**config.mk**
```make
export PLATFORM = sky130hd
export DESIGN_NAME = bit4_comparator
export DESIGN_NICKNAME = d
export VERILOG_FILES = /design/src/rtl/bit4_comparator_pkg.sv /design/src/rtl/bit4_comparator_core.sv /design/src/rtl/bit4_comparator.sv
export SDC_FILE = /design/constraint.sdc
export NUM_CORES = 1
export LEC_CHECK = 0
export CAP_MARGIN = 30
export CORE_AREA = 2 2 39 41
export DETAILED_ROUTE_END_ITERATION = 12
export DIE_AREA = 0 0 41 43
export GPL_TIMING_DRIVEN = 0
export MAX_ROUTING_LAYER = met4
export SYNTH_ARGS = -nofsm -noshare
export SYNTH_HDL_FRONTEND = slang
export SYNTH_SLANG_ARGS = --single-unit
```
**constraint.sdc**
```tcl
create_clock -name clk -period 1.12 [get_ports clk]
set_input_delay 0.112 -clock clk [delete_from_list [all_inputs] [get_ports clk]]
set_output_delay 0.112 -clock clk [all_outputs]
set_load 0.05 [all_outputs]
```
**src/rtl/bit4_comparator_pkg.sv**
```systemverilog
// Shared definitions for the bit4_comparator block: default operand width,
// the three-way compare result encoding and a helper that turns that
// encoding into the greater/lesser/equal flag triple.
// Optional feature macro used by this slice: BIT4_COMPARATOR_SIGNED_EN
// (adds an sgn input selecting two's-complement compare).
package bit4_comparator_pkg;

    // Operand width the block is built and verified at.
    localparam int WIDTH_DEFAULT = 4;

    // Result of one compare; exactly one outcome is ever encoded.
    typedef enum logic [1:0] {
        EQ = 2'd0,
        GT = 2'd1,
        LT = 2'd2
    } cmp_result_e;

    // Flag triple {greater, lesser, equal}; one-hot by construction.
    function automatic logic [2:0] result_to_flags(input cmp_result_e res);
        logic [2:0] flags;
        flags = 3'b001;
        case (res)
            GT:      flags = 3'b100;
            LT:      flags = 3'b010;
            default: flags = 3'b001;
        endcase
        return flags;
    endfunction

endpackage

```
**src/rtl/bit4_comparator_core.sv**
```systemverilog
// Purely combinational compare of a against b, producing the package
// result encoding. With BIT4_COMPARATOR_SIGNED_EN defined, sgn=1 treats the
// operands as two's complement; otherwise the compare is always unsigned.
module bit4_comparator_core
    import bit4_comparator_pkg::*;
#(
    parameter int WIDTH = WIDTH_DEFAULT
) (
    input  logic [WIDTH-1:0] a,
    input  logic [WIDTH-1:0] b,
`ifdef BIT4_COMPARATOR_SIGNED_EN
    input  logic             sgn,
`endif
    output cmp_result_e      result
);

    // Flipping the sign bit maps two's-complement order onto unsigned
    // order, so a single unsigned magnitude compare serves both modes.
    localparam logic [WIDTH-1:0] SIGN_MASK = {1'b1, {(WIDTH-1){1'b0}}};

    logic [WIDTH-1:0] a_key;
    logic [WIDTH-1:0] b_key;

    // Build the ordering keys (sign-bit flipped only in signed mode).
    always_comb begin
        a_key = a;
        b_key = b;
`ifdef BIT4_COMPARATOR_SIGNED_EN
        if (sgn) begin
            a_key = a ^ SIGN_MASK;
            b_key = b ^ SIGN_MASK;
        end
`endif
    end

    // Three-way compare of the keys into the result encoding.
    always_comb begin
        result = EQ;
        if (a_key > b_key) begin
            result = GT;
        end else if (a_key < b_key) begin
            result = LT;
        end
    end

endmodule

```
**src/rtl/bit4_comparator.sv**
```systemverilog
// Registered magnitude comparator. A request is presented with in_valid;
// the one-hot greater/lesser/equal result appears one cycle later together
// with a single-cycle out_valid pulse.
// Optional feature macro: BIT4_COMPARATOR_SIGNED_EN (adds sgn input).
//
// Handshake: valid-only, no ready in either direction. Every cycle with
// in_valid=1 is a request and is always accepted (no stall, no backpressure);
// out_valid=1 marks the cycle whose greater/lesser/equal belong to the request
// of the previous cycle. Between results the flags hold their last values.
module bit4_comparator
    import bit4_comparator_pkg::*;
#(
    parameter int WIDTH = WIDTH_DEFAULT
) (
    input  logic             clk,
    input  logic             rst,
    input  logic             in_valid,
    input  logic [WIDTH-1:0] A,
    input  logic [WIDTH-1:0] B,
`ifdef BIT4_COMPARATOR_SIGNED_EN
    input  logic             sgn,
`endif
    output logic             out_valid,
    output logic             greater,
    output logic             lesser,
    output logic             equal
);

    cmp_result_e cmp_result;
    logic [2:0]  next_flags;

    bit4_comparator_core #(
        .WIDTH (WIDTH)
    ) u_core (
        .a      (A),
        .b      (B),
`ifdef BIT4_COMPARATOR_SIGNED_EN
        .sgn    (sgn),
`endif
        .result (cmp_result)
    );

    assign next_flags = result_to_flags(cmp_result);

    // Valid pulse follows in_valid by one cycle; reset drops any in-flight one.
    always_ff @(posedge clk or posedge rst) begin
        if (rst) begin
            out_valid <= 1'b0;
        end else begin
            out_valid <= in_valid;
        end
    end

    // Result flags load only on a request and otherwise hold.
    always_ff @(posedge clk or posedge rst) begin
        if (rst) begin
            greater <= 1'b0;
            lesser  <= 1'b0;
            equal   <= 1'b0;
        end else if (in_valid) begin
            greater <= next_flags[2];
            lesser  <= next_flags[1];
            equal   <= next_flags[0];
        end
    end

endmodule

```
Word level (Yosys, flattened, before mapping)
Index checks and enable logic that the tools add are counted.
{"block": "word_totals", "ff_bits": 4, "in_bits": 11, "output_inout_bits": 4, "wordCells": 11}
{"block": "classes", "order_cmp": 2, "n_eq_ne": 2, "mux": 3}
{"op": "$pmux W3 S2", "n": 1}
{"op": "$gt A4 B4 Y1", "n": 1}
{"op": "$lt A4 B4 Y1", "n": 1}
{"op": "$mux W2", "n": 2}
{"op": "$eq A2 B1 Y1 const B", "n": 1}
{"op": "$eq A2 B2 Y1 const B", "n": 1}

Longest topological paths before layout
Gate-level depths: netlist (run 1).
{"block": "depth", "depth_word": 5, "ltp_mapped": 6, "mapped_depth_nobuf": 6}

Hierarchy
Synthesis (run 1) repeated with hierarchy kept, for this count alone.
{"block": "hier_totals", "cells_unflattened": 27, "area_unflattened_um2": 284.0}
{"mod": "bit4_comparator", "n_inst": 1, "cells_per_inst": 12, "area_per_inst_um2": 170.2, "seq_area_each_um2": 100.1}
{"mod": "bit4_comparator_core", "n_inst": 1, "cells_per_inst": 15, "area_per_inst_um2": 113.9, "seq_area_each_um2": 0.0}

Least setup slack after synthesis (run 1)
No wires, ideal clock.
{"block": "synth_timing", "path_type": "input port to flip-flop", "start": "input B[3]", "end": "register lesser", "setup_time_ns": 0.125, "arrival_time_ns": 0.911, "required_ns": 0.995, "path_slack_ns": 0.085, "stages": 5, "path_buffers": 0, "cell_sequence": "inv_1 ha_1 nand2_1 o21a_1 mux2_2"}
{"block": "synth_via", "elab_chain_len": 5, "word_cells_on_any_way": 7, "cone_classes": "order compare: 2; eq/ne: 2; mux: 3"}
{"element": "from (decl)", "line_no": "bit4_comparator.sv:19", "rtl": "input logic [WIDTH-1:0] B,"}
{"element": "$lt A4 B4 Y1", "line_no": "bit4_comparator_core.sv:41", "rtl": "end else if (a_key < b_key) begin"}
{"element": "$mux W2", "line_no": "bit4_comparator_core.sv:41"}
{"element": "$mux W2 *", "line_no": "bit4_comparator_core.sv:39", "rtl": "if (a_key > b_key) begin"}
{"element": "$eq A2 B2 Y1 / $eq A2 B1 Y1 (equally long branches)", "line_no": "bit4_comparator_pkg.sv:22", "rtl": "case (res)"}
{"element": "$pmux W3 S2 *", "line_no": "bit4_comparator_pkg.sv:22"}
{"element": "to (signal assigned)", "line_no": "bit4_comparator.sv:62", "rtl": "lesser <= next_flags[1];"}
{"element": "to (decl)", "line_no": "bit4_comparator.sv:25", "rtl": "output logic lesser,"}
Every way passes the cells marked *; elsewhere a longest branch is shown, timed or not.
A chain may end at the register's enable or synchronous reset.

Worst setup path in the final report (run 1)
{"block": "layout_timing", "start": "input A[1]", "end": "register lesser"}
{"block": "layout_via", "elab_chain_len": 5, "word_cells_on_any_way": 7, "cone_classes": "order compare: 2; eq/ne: 2; mux: 3"}
{"element": "from (decl)", "line_no": "bit4_comparator.sv:18", "rtl": "input logic [WIDTH-1:0] A,"}
{"element": "$lt A4 B4 Y1", "line_no": "bit4_comparator_core.sv:41"}
{"element": "$mux W2", "line_no": "bit4_comparator_core.sv:41"}
{"element": "$mux W2 *", "line_no": "bit4_comparator_core.sv:39"}
{"element": "$eq A2 B2 Y1 / $eq A2 B1 Y1 (equally long branches)", "line_no": "bit4_comparator_pkg.sv:22"}
{"element": "$pmux W3 S2 *", "line_no": "bit4_comparator_pkg.sv:22"}
Marks and branches as above.

==> impl_metrics.json, run 1 <==
{
  "status": "complete, no violations",
  "ctsRootBufferMaster": "clkbuf_4",
  "fin_nets": 62,
  "sw_frac_of_total_pct": 31.7,
  "peakVddDrop_mv": 0.710,
  "fillers": 155,
  "antenna_found_initial": 0,
  "max_freq_mhz": 937,
  "internal_power_uw": 366,
  "top_layer": "met4",
  "critPathArrivalTime_ns": 1.18,
  "met3_wirelength_um": 55,
  "required_ns": 1.23,
  "h-tree-depth": 1,
  "combPwrFrac_pct": 35.9,
  "layout_commonest_cell": "dlygate4sd2_1",
  "synth_nets": 41,
  "drt_wl_total_um": 570,
  "yosys.area.top_type": "dfrtp_1",
  "worstMarginPinSlew_ns": 0.284,
  "design_area_sq_um": 475,
  "gp_congestion": 0.599,
  "timing.rr.start": "lesser$_DFFE_PP0P_",
  "fin_crit_sh_pct": 95.3,
  "design.core.area_sq_um": 1380,
  "via_count": 244,
  "synth_cell_types": 10,
  "endpoint_kind": "register",
  "max_stage_delay_ns": 0.27,
  "first_iter_violations": 0,
  "clk_latency_ns": 0.23,
  "die-area_sq_um": 1760,
  "firstDrtPassIters": 1,
  "start_util_pct": 17.4,
  "grt_pass1_vias": 251,
  "cts_inserted_buffers": 3,
  "path_cells": "dlygate4sd2_1, ha_4, a21oi_1, o21a_1, mux2_4",
  "critical-path-top-delay-family": "compound AO/OA/AOI/OAI gates",
  "p_leak_uw": 0.000228,
  "cp-startpoint": "A[1]",
  "layout.cells.non_filler": 61,
  "period_minus_slack_ns": 1.07,
  "overflow": 0,
  "synth_top_area_share_pct": 41.7,
  "whs_ns": 0.0526,
  "synth_seq_cells": 4,
  "clkPwrFrac_pct": 32.9,
  "mostFrequentLayoutCells": "dlygate4sd2_1 (8), inv_1 (5), nand2_1 (4), dfrtp_1 (4), clkdlybuf4s15_2 (4)",
  "dp.cells": 56,
  "die_x_um": 41,
  "skew_ns": 0,
  "wl_met1_um": 243,
  "drc_errors": 0,
  "syn2layout_area_growth_pct": 97.9,
  "finalSetupViolations": 0,
  "cap_violations": 0,
  "ys_seq_area_share_pct": 41.7,
  "power_frac_seq_pct": 31.2,
  "criticalPathCategory": "in2reg",
  "hp-class": "in2async",
  "slew-limit-headroom_pct": 81.2,
  "dpl_cell_area_sq_um": 400,
  "cp_max_fo": 3,
  "wl_met2_um": 249,
  "diodes": 0,
  "grt_pass1_wl_um": 924,
  "cts.sink_count": 4,
  "netlist_area_sq_um": 240,
  "hold_viol_final": 0,
  "clockBufferDepth": 2,
  "ys_warn_count": 0,
  "cts_tree": "built",
  "row_count": 14,
  "slowest_stage": "mux2_4",
  "wl_per_cell_um": 9.34,
  "antenna_left": 0,
  "io_buffer_count": 14,
  "syn_avg_cell_area_sq_um": 9.24,
  "grt_usage_pct": 8.70,
  "synth_area_leaders": "dfrtp_1 (42%), ha_1 (21%), inv_1 (11%)",
  "path_buf_inv": 1,
  "switchingPower_uw": 170,
  "io_pins": 15,
  "via_per_inst": 4.00,
  "drive_above_1_share_pct": 40.0,
  "clk_pin_slew_ns": 0.04,
  "start_kind": "input pin",
  "dieHeight_um": 43,
  "grt_setup_unrepaired": "no",
  "dp_hpwl_um": 377,
  "power_density_nw_per_um2": 1130,
  "netlist_instances": 26,
  "grt_max_degree": 5,
  "cts_hold_buf": 0,
  "slew_viol_final": 0
}
-- stage by stage --
stage | total power, uW | worst slack [ns] | TNS, ns | utilization [%]
2_1_floorplan | 264 | 0.0848 | 0 | -
3_3_place_gp | 340 | -0.433 | -1.61 | 28.9
3_5_place_dp | 339 | -0.433 | -1.55 | 28.9
4_1_cts | 537 | 0.0427 | 0 | 33.5
5_1_grt | 569 | 0.00145 | 0 | 34.4
6_report | 536 | 0.0530 | 0 | 34.4
-- state kept, by name (all words and copies together), names as in the netlist --
name	flops
out_valid	1
equal	1
lesser	1
greater	1
-- final cells by class --
class                      count  area (sq um)  share of cell area (%)
multi-input combinational     15           156                    32.9
clock buffer                   3          22.5                    4.74
tap                           16          20.0                    4.21
inverter                       7          26.3                    5.53
sequential                     4           100                    21.1
timing repair buffer          16           150                    31.6
-- synth_stat cells --
master,count
ha_1,4
nor2_1,1
inv_1,7
nand2_1,4
o21a_1,1
mux2_2,1
o2bb2ai_1,1
a21oi_1,2
dfrtp_1,4
o31ai_1,1
-- path summary, 6_finish.rpt --
path                                       endpoint  slack, ns  depth (start not counted)
min in group clk                out_valid$_DFF_PP0_       0.44                          1
worst min register to register    equal$_DFFE_PP0P_       0.49                          1
max in group asynchronous         equal$_DFFE_PP0P_       0.92                          2
worst max-delay path             lesser$_DFFE_PP0P_       0.05                          5
worst max register to register   lesser$_DFFE_PP0P_       0.37                          1
worst min-delay path            greater$_DFFE_PP0P_       0.05                          2
-- timing repair --
item                       4_1_cts  5_1_grt
setup endpoints to repair        7        2
hold endpoints to repair         0        0
cloned                           0        0
pin swaps                        4        1
resized for setup               26        3
setup buffers                    2        0
-- power by group through the flow --
stage          Sequential (uW)  Clock (uW)  Combinational [uW]
6_report                   167         176                 193
2_1_floorplan              221           0                43.5
3_3_place_gp               169           0                 170
3_5_place_dp               168           0                 171
5_1_grt                    169         191                 209
4_1_cts                    168         186                 184
-- routing by layer --
| metal | GRT usage (%) | vias up |
|---|---|---|
| met4 | 8.00 | 0 |
| met2 | 10.9 | 13 |
| li1 | - | 122 |
| met3 | 3.14 | 2 |
| met1 | 10.2 | 107 |
| met5 | - | - |
-- cells by family after synthesis --
kind of cell	Yosys count	synth area share, %
flip-flops	4	41.7
AO/OA/AOI/OAI	5	14.1
adder cells (fa/ha/maj)	4	20.8
multiplexers	1	4.69
buffers and inverters	7	10.9
AND/OR/NAND/NOR	5	7.81
Power figures use the tool's default switching activity.
==> run 2, diff against run 1 <==
- ABC_AREA: unset -> 1
- DONT_BUFFER_PORTS: unset -> 1
- SKIP_LAST_GASP: unset -> 1
==> run 2 against run 1 <==
  * Non-clock buffer count down 14
  * Wire length down 26%
  * Via count down 6.6%
  * Synthesized cell count up 38%
  * Critical path depth down 5
  * Clock power down 4%
==> impl_metrics.json, run 2 <==
{
  "hold_viol_final": 0,
  "antenna_found_initial": 0,
  "netlist_instances": 36,
  "peakVddDrop_mv": 0.333,
  "cap_violations": 0,
  "setup_tns_ns": 0,
  "slew_viol_final": 0,
  "skew_ns": 0,
  "ys_seq_area_share_pct": 36.9,
  "overflow": 0,
  "worstMarginPinSlew_ns": 0.481,
  "syn_avg_cell_area_sq_um": 7.54,
  "endpoint_kind": "output pin",
  "cts_inserted_buffers": 3,
  "cp_max_fo": 2,
  "drc_errors": 0,
  "dieHeight_um": 43,
  "mostFrequentLayoutCells": "nand2_1 (11), inv_1 (7), ha_1 (4), dfrtp_1 (4)",
  "slew-limit-headroom_pct": 67.9,
  "layout.cells.non_filler": 57,
  "io_pins": 15,
  "synth_top_area_share_pct": 36.9,
  "via_count": 228,
  "fillers": 159,
  "async_flop_share_pct": 100,
  "power_density_nw_per_um2": 1350,
  "ff2ff_path_depth": 2,
  "power_uw": 453,
  "hold_end": "lesser$_DFFE_PP0P_",
  "r2r_end": "greater$_DFFE_PP0P_",
  "finalSetupViolations": 0,
  "grtUsageMet1_pct": 6.19,
  "synth_area_leaders": "dfrtp_1 (37%), ha_1 (18%), nand2_1 (15%)",
  "period_minus_slack_ns": 0.973,
  "synth-edff-count": 0,
  "clk_pin_slew_ns": 0.04,
  "grt_use_met2_pct": 10.9,
  "max_freq_mhz": 1030,
  "min-delay-start": "in_valid",
  "fin_crit_sh_pct": 86.9,
  "design_area_sq_um": 334,
  "grt_pass1_vias": 224,
  "io_buffer_count": 0,
  "min_delay_path_depth": 2,
  "hp-class": "in2reg",
  "row_count": 14,
  "ys_top_cells_by_count": "nand2_1 (11), inv_1 (7), dfrtp_1 (4), ha_1 (4), nand2_2 (3)",
  "synth_cell_types": 10,
  "dpl_cell_area_sq_um": 292,
  "diodes": 0,
  "status": "complete, no violations",
  "gp_congestion": 0.611,
  "cts.sink_count": 4,
  "synth_nets": 51,
  "drt_wl_total_um": 419,
  "via_per_inst": 4.00,
  "start_util_pct": 19.6,
  "wl_per_cell_um": 7.35,
  "antenna_left": 0,
  "netlist_area_sq_um": 272,
  "yosys.area.top_type": "dfrtp_1",
  "grtUsageMet3_pct": 2.09,
  "grt_usage_pct": 6.61,
  "design.core.area_sq_um": 1380,
  "r2r_slack_ns": 0.25,
  "timing.rr.start": "greater$_DFFE_PP0P_",
  "firstDrtPassIters": 1,
  "dp_hpwl_um": 393,
  "criticalPathCategory": "reg2out",
  "clockBufferDepth": 2,
  "grt_pass1_wl_um": 779,
  "synth_flop_cell": "dfrtp_1",
  "path_depth": 0,
  "cts_tree": "built",
  "grt_setup_unrepaired": "no",
  "ctsRootBufferMaster": "clkbuf_4",
  "layout_commonest_cell": "nand2_1",
  "grt_max_degree": 6,
  "clk_latency_ns": 0.23,
  "h-tree-depth": 1,
  "ctsResizeCount": 0,
  "syn2layout_area_growth_pct": 23.0,
  "cts_setup_buffers": 0,
  "die_x_um": 41,
  "critPathArrivalTime_ns": 0.86,
  "drive_above_1_share_pct": 22.0,
  "die-area_sq_um": 1760,
  "synth_seq_cells": 4,
  "first_iter_violations": 0,
  "top_usage_layer": "met2",
  "fin_nets": 58,
  "p_leak_uw": 0.000195,
  "start_kind": "register",
  "required_ns": 1.01,
  "yosysMostFrequentCell": "nand2_1",
  "ys_warn_count": 0,
  "dp.cells": 52,
  "whs_ns": 0.0341
}
[run 2: power breakdown]
part | switching (uW) | internal (uW)
sequential | 56.7 | 158
clock | 49.5 | 119
combinational | 39.7 | 29.7
total | 146 | 307
[run 2: cell families (layout without fill, tap and decap cells)]
group / Yosys count / in the layout / share of synthesized area [%]
AND/OR/NAND/NOR: 18 / 18 / 30.4
adder cells (fa/ha/maj): 4 / 4 / 18.4
buffers and inverters: 9 / 14 / 12.4
flip-flops: 4 / 4 / 36.9
AO/OA/AOI/OAI: 1 / 1 / 1.84
[run 2: metrics by stage]
stage / utilization (%) / setup WS (ns)
2_1_floorplan: - / 0.239
3_3_place_gp: 21.1 / 0.172
3_5_place_dp: 21.1 / 0.166
4_1_cts: 24.1 / 0.135
5_1_grt: 24.1 / 0.110
6_report: 24.1 / 0.147
[run 2: repair_timing]
item | in CTS | in global routing
endpoints found under the setup margin | 0 | 0
hold buffers | 2 | 0
endpoints found under the hold margin | 5 | 0
[run 2: how the worst max path moves through the flow]
stage / end / slack [ns] / startpoint
after CTS: greater / 0.13 / greater$_DFFE_PP0P_
after detailed placement: greater$_DFFE_PP0P_ / 0.17 / B[3]
final: greater / 0.15 / greater$_DFFE_PP0P_
after floorplan: equal$_DFFE_PP0P_ / 0.24 / B[3]
after global placement: greater$_DFFE_PP0P_ / 0.17 / B[3]
after global routing: greater / 0.11 / greater$_DFFE_PP0P_
[run 2: layout make-up]
cell class              count  area (sq um)  share of cell area [%]
repair buffers              2          20.0                    5.99
clock buffers               3          22.5                    6.74
flip-flops and latches      4           100                    30.0
multi-input cells          23           138                    41.2
well taps                  16          20.0                    5.99
inverters                   9          33.8                    10.1
[run 2: layer usage]
layer	vias to the layer above	part of all wire, %
li1	117	-
met1	105	30
met2	6	61
met3	0	8.8
met4	0	0
met5	-	0
